--- src/rtl/truth_table_scanner.sv ---
// truth_table_scanner: sweeps a loadable N-input truth table and streams
// the selected rows (all / minterms / maxterms) over valid/ready.
module truth_table_scanner #(
  parameter int N = 3
) (
  input  logic             clk,
  input  logic             rst_n,
  input  logic             load_i,
  input  logic [(1<<N)-1:0] table_in_i,
  input  logic             start_i,
  input  logic [1:0]       mode_i,
  output logic             busy_o,
  output logic             row_valid_o,
  input  logic             row_ready_i,
  output logic [N-1:0]     row_idx_o,
  output logic             row_val_o,
  output logic             done_o,
  output logic [N:0]       ones_cnt_o
);

  localparam int W  = 1 << N;
  localparam int W1 = N + 1;

  typedef enum logic [1:0] {
    S_IDLE,
    S_SCAN,
    S_DONE
  } state_e;

  state_e         state_q, state_d;
  logic [W-1:0]   tbl_q, tbl_d;
  logic [N-1:0]   idx_q, idx_d;
  logic [N:0]     ones_q, ones_d;
  logic [1:0]     mode_q, mode_d;

  logic cur;
  logic qual;
  logic valid;
  logic adv;

  always_ff @(posedge clk) begin
    if (!rst_n) begin
      state_q <= S_IDLE;
      tbl_q   <= '0;
      idx_q   <= '0;
      ones_q  <= '0;
      mode_q  <= '0;
    end else begin
      state_q <= state_d;
      tbl_q   <= tbl_d;
      idx_q   <= idx_d;
      ones_q  <= ones_d;
      mode_q  <= mode_d;
    end
  end

  always_comb begin
    state_d = state_q;
    tbl_d   = tbl_q;
    idx_d   = idx_q;
    ones_d  = ones_q;
    mode_d  = mode_q;
    cur     = tbl_q[idx_q];
    qual    = 1'b1;

    unique case (mode_q)
      2'b01:   qual = cur;
      2'b10:   qual = ~cur;
      default: qual = 1'b1;
    endcase

    valid = (state_q == S_SCAN) && qual;
    // Non-qualifying rows are skipped in one cycle, never stalled.
    adv   = (state_q == S_SCAN) && (!qual || row_ready_i);

    unique case (state_q)
      S_IDLE: begin
        if (load_i) tbl_d = table_in_i;
        if (start_i) begin
          mode_d  = mode_i;
          idx_d   = '0;
          ones_d  = '0;
          state_d = S_SCAN;
        end
      end
      S_SCAN: begin
        if (adv) begin
          ones_d = ones_q + W1'(cur);
          if (&idx_q) state_d = S_DONE;
          else        idx_d   = idx_q + N'(1);
        end
      end
      S_DONE:  state_d = S_IDLE;
      default: state_d = S_IDLE;
    endcase
  end

  assign busy_o      = (state_q != S_IDLE);
  assign row_valid_o = valid;
  assign row_idx_o   = valid ? idx_q : '0;
  assign row_val_o   = valid & cur;
  assign done_o      = (state_q == S_DONE);
  assign ones_cnt_o  = ones_q;

endmodule

--- config.mk ---
export PLATFORM = sky130hd
export DESIGN_NAME = truth_table_scanner
export DESIGN_NICKNAME = d
export VERILOG_FILES = /design/src/rtl/truth_table_scanner.sv
export SDC_FILE = /design/constraint.sdc
export NUM_CORES = 1
export LEC_CHECK = 0
export ABC_AREA = 1
export CAP_MARGIN = 15
export CORE_UTILIZATION = 45
export CTS_BUF_LIST = sky130_fd_sc_hd__clkbuf_4 sky130_fd_sc_hd__clkbuf_8
export CTS_CLUSTER_SIZE = 8
export DETAILED_ROUTE_END_ITERATION = 8
export PLACE_DENSITY = 0.73
export SLEW_MARGIN = 15
export SYNTH_ARGS = -nofsm -noshare
export SYNTH_HDL_FRONTEND = slang
export SYNTH_SLANG_ARGS = --single-unit
--- constraint.sdc ---
create_clock -name clk -period 1.6 [get_ports clk]
set_input_delay 0.16 -clock clk [delete_from_list [all_inputs] [get_ports clk]]
set_output_delay 0.16 -clock clk [all_outputs]
set_load 0.05 [all_outputs]
==> summary.md <==
| Metric | Value |
|---|---|
| Run status | complete, but fails checks |
| Violated checks | setup timing |
| Pre-CTS setup slack | -128.2 ps |
| Fin crit share | 1.174 |
| # H-tree levels | 1 |
| Die X | 49.49 µm |
| End of the worst hold path | tbl_q[4]$_SDFFE_PN0P_ |
| Max-slew violations | 0 |
| CTS tree | yes |
| Starting utilization of the core area | 0.4969 |
| Worst-Skew Late Latency | 310 ps |
| GRT Total Usage | 0.2580 |
| Syn. warnings | 0 |
| Setup Viol. Count Final | 14 |
| CTS buffer count | 3 |
| Max Clock Skew | 13.48 ps |
| I/O pin count | 26 |
| Crit path buf inv count | 1 |
| Critical path class | register to output pin |
| Fillers | 136 |
| CP required | 1440 ps |
| Yosys cell types | 16 |
| Top cell type's share of synthesized area | 0.3748 |
| Die outline area | 2449 µm² |
| Mapped Area | 1015 µm² |
| Routability Congestion | 0.8653 |
| First drt pass iteration count | 4 |
| Top Family by Delay on Critical Path | simple AND/OR/NAND/NOR gates |
| Rel. slew slack | 0.6870 |
| Maximum fanout along the worst path | 6 |
| Worst slew pin tran | 468.1 ps |
| Top cells by area, synth | dfxtp_1 37%, inv_1 9.6%, a21oi_1 8.4% |
| Root Buffer | clkbuf_4 |
| R2r setup slk | -220 ps |
| Ys async rst share | 0 |
| PwrDens | 770.4 nW/µm² |
| Critical path arrival | 1720 ps |
| RSZ-0062 raised after global routing | true |
| Aggregate routed wire length | 3227 µm |
| # Max-Cap Violations | 0 |
| Cells after Synth | 139 |
| Slowest stage cell, crit path | dfxtp_4 |
| Leak Pwr | 0.7161 nW |
| Count leader, synth | inv_1 |
| Die height | 49.49 µm |
| Reg2Reg Capture Point | ones_cnt_o[3]$_SDFFE_PN0P_ |
| Cell taking the most area after synthesis | dfxtp_1 |
| Worst path depth | 9 |
| Maximum vdd drop | 0.0004911 V |
| Rows | 16 |
| GR Overflow Total | 0 |
| HP Class | register to register |
| First-pass GRT wire length | 4885 µm |
| Crit Reg-Reg Startpoint | idx_q[0]$_SDFFE_PN0P_ |
| Syn_nets | 160 |
| Post-route DRC violation count | 0 |
| Max Clock Freq | 0.5324 GHz |
| Crit path cell chain | nand2_1 -> nand3_2 -> nand3_2 -> nand2_2 -> nand2_2 -> nand3_4 -> nand2_8 -> nor2_4 -> buf_12 |
| Antenna cells | 0 |
| Final design utilization | 0.8143 |
| Final hold vios | 0 |
| Core area | 2042 µm² |
| DR vias/cell | 5.397 |
| Routed WL per cell | 15.44 µm |
| Number of synthesized flops with an enable pin | 0 |
| Largest net degree at the start of global routing | 17 |
| Vias in the first global route | 1,108 |
| Worst reg2reg path depth | 14 |
| Seq cells post-synth | 19 |
| Hold Crit Start | tbl_q[4]$_SDFFE_PN0P_ |
| Leading cell types by count after synthesis | 26 x inv_1, 21 x nand2_1, 19 x dfxtp_1, 17 x a21oi_1 |
| Clock Sinks | 19 |
| Syn_area_per_cell | 7.300 µm² |
| Post-layout minimum cycle time | 1878 ps |
| Routed via count | 1,128 |
| Nets | 204 |
| Clock Tree Buf Depth | 2 |
| Post-synthesis sequential area ratio | 0.3748 |
| Syn-to-layout area delta | 63.87% |
| 1st-iter DRT viols | 30 |
| Crit path capture type | output pin |
| Critical path launch point type | register |
| DP HPWL | 1868 µm |
| Fraction of layout cells with a size suffix above 1 | 0.3791 |
| Initial antenna violation count | 0 |
| Max stage delay on crit path | 420 ps |
| Hold_buf cts | 0 |
| Worst setup margin | -278.2 ps |
| Port bufs | 25 |
| Reg clk slew, reported paths | 130 ps |
| Main synth FF type | dfxtp_1 |
| Hold depth | 2 |
| Post-route ant nets | 0 |
stage by stage:
| stage | instance area [µm²] | setup TNS, ps | std cells | hold slack (ps) | total power, mW |
|---|---|---|---|---|---|
| global route | 1663 | -3685 | 209 | 502.9 | 1.342 |
| detailed placement | 1436 | -245.1 | 199 | 450.2 | 0.8930 |
| CTS | 1569 | -1084 | 207 | 464.5 | 1.192 |
| floorplan | 1025 | -328.8 | 139 | 298.4 | 0.7405 |
| global placement | 1436 | -20.14 | 199 | 454.5 | 0.8834 |
| finish | 1663 | -2680 | 209 | 469.3 | 1.281 |
cell families after synthesis:
family,share of synthesized area
fa+ha+maj,0.07398
simple gates,0.3021
compound gates,0.1332
flops,0.3748
buf+inv,0.1073
xor+xnor,0.008633
placed cells by master, fill, tap and decap left out:
master / instances
buf_4: 18
xor2_1: 1
nand3_1: 6
clkbuf_4: 4
nor2_4: 5
buf_12: 7
nand4_1: 6
ha_4: 2
o21ai_0: 10
buf_6: 2
dfxtp_4: 1
inv_1: 24
nor2_1: 4
nor2_2: 1
dfxtp_1: 17
a21oi_1: 15
nand3_4: 4
clkdlybuf4s50_1: 14
a21oi_2: 2
dfxtp_2: 1
nand2_2: 12
inv_2: 1
nand2_8: 1
inv_4: 1
nand3_2: 6
ha_1: 4
nand2_1: 12
inv_6: 1
worst reg2reg max path, delay by kind of cell, from the launching register on:
kind	cells	cell delay (ps)
adder cells (fa/ha/maj)	1	160
flip-flops	1	420
buffers and inverters	3	310
AND/OR/NAND/NOR	10	820
registers in the layout, summed over array words and instances (netlist names):
| signal | flops |
|---|---|
| tbl_q | 8 |
| ones_cnt_o | 4 |
| idx_q | 3 |
| mode_q | 2 |
| state_q | 2 |
routing by layer:
layer,global-route usage,vias to the layer above,share of wire
li1,-,535,-
met1,0.3219,529,0.40
met2,0.4498,52,0.50
met3,0.05556,12,0.062
met4,0.06190,0,0.036
met5,0,-,0
area by class of cell:
class / count / area, µm² / share of cell area
Multi-Input combinational cell: 91 / 666.9 / 0.4011
Timing Repair Buffer: 41 / 437.9 / 0.2634
Sequential cell: 19 / 385.4 / 0.2318
Inverter: 27 / 108.9 / 0.06546
Tap cell: 27 / 33.78 / 0.02032
Clock buffer: 4 / 30.03 / 0.01806
worst max-delay path by stage:
stage                            endpoint                  start
3_3_place_gp   ones_cnt_o[3]$_SDFFE_PN0P_  idx_q[0]$_SDFFE_PN0P_
2_1_floorplan                row_idx_o[0]  idx_q[0]$_SDFFE_PN0P_
4_1_cts                         row_val_o  idx_q[0]$_SDFFE_PN0P_
5_1_grt                      row_idx_o[0]  idx_q[0]$_SDFFE_PN0P_
3_5_place_dp   ones_cnt_o[2]$_SDFFE_PN0P_  idx_q[0]$_SDFFE_PN0P_
6_report                     row_idx_o[0]  idx_q[0]$_SDFFE_PN0P_
where the power goes:
part           internal, mW  total, mW  switching (mW)
Combinational         0.203      0.471           0.268
Sequential            0.506      0.528          0.0223
Clock                 0.114      0.282           0.168
what timing repair did:
| item | CTS | global route |
|---|---|---|
| gates resized for setup | 19 | 20 |
| setup endpoints to repair | 9 | 14 |
| setup buffers | 4 | 3 |
| pin swaps | 9 | 12 |
(Power assumes the default switching activity.)
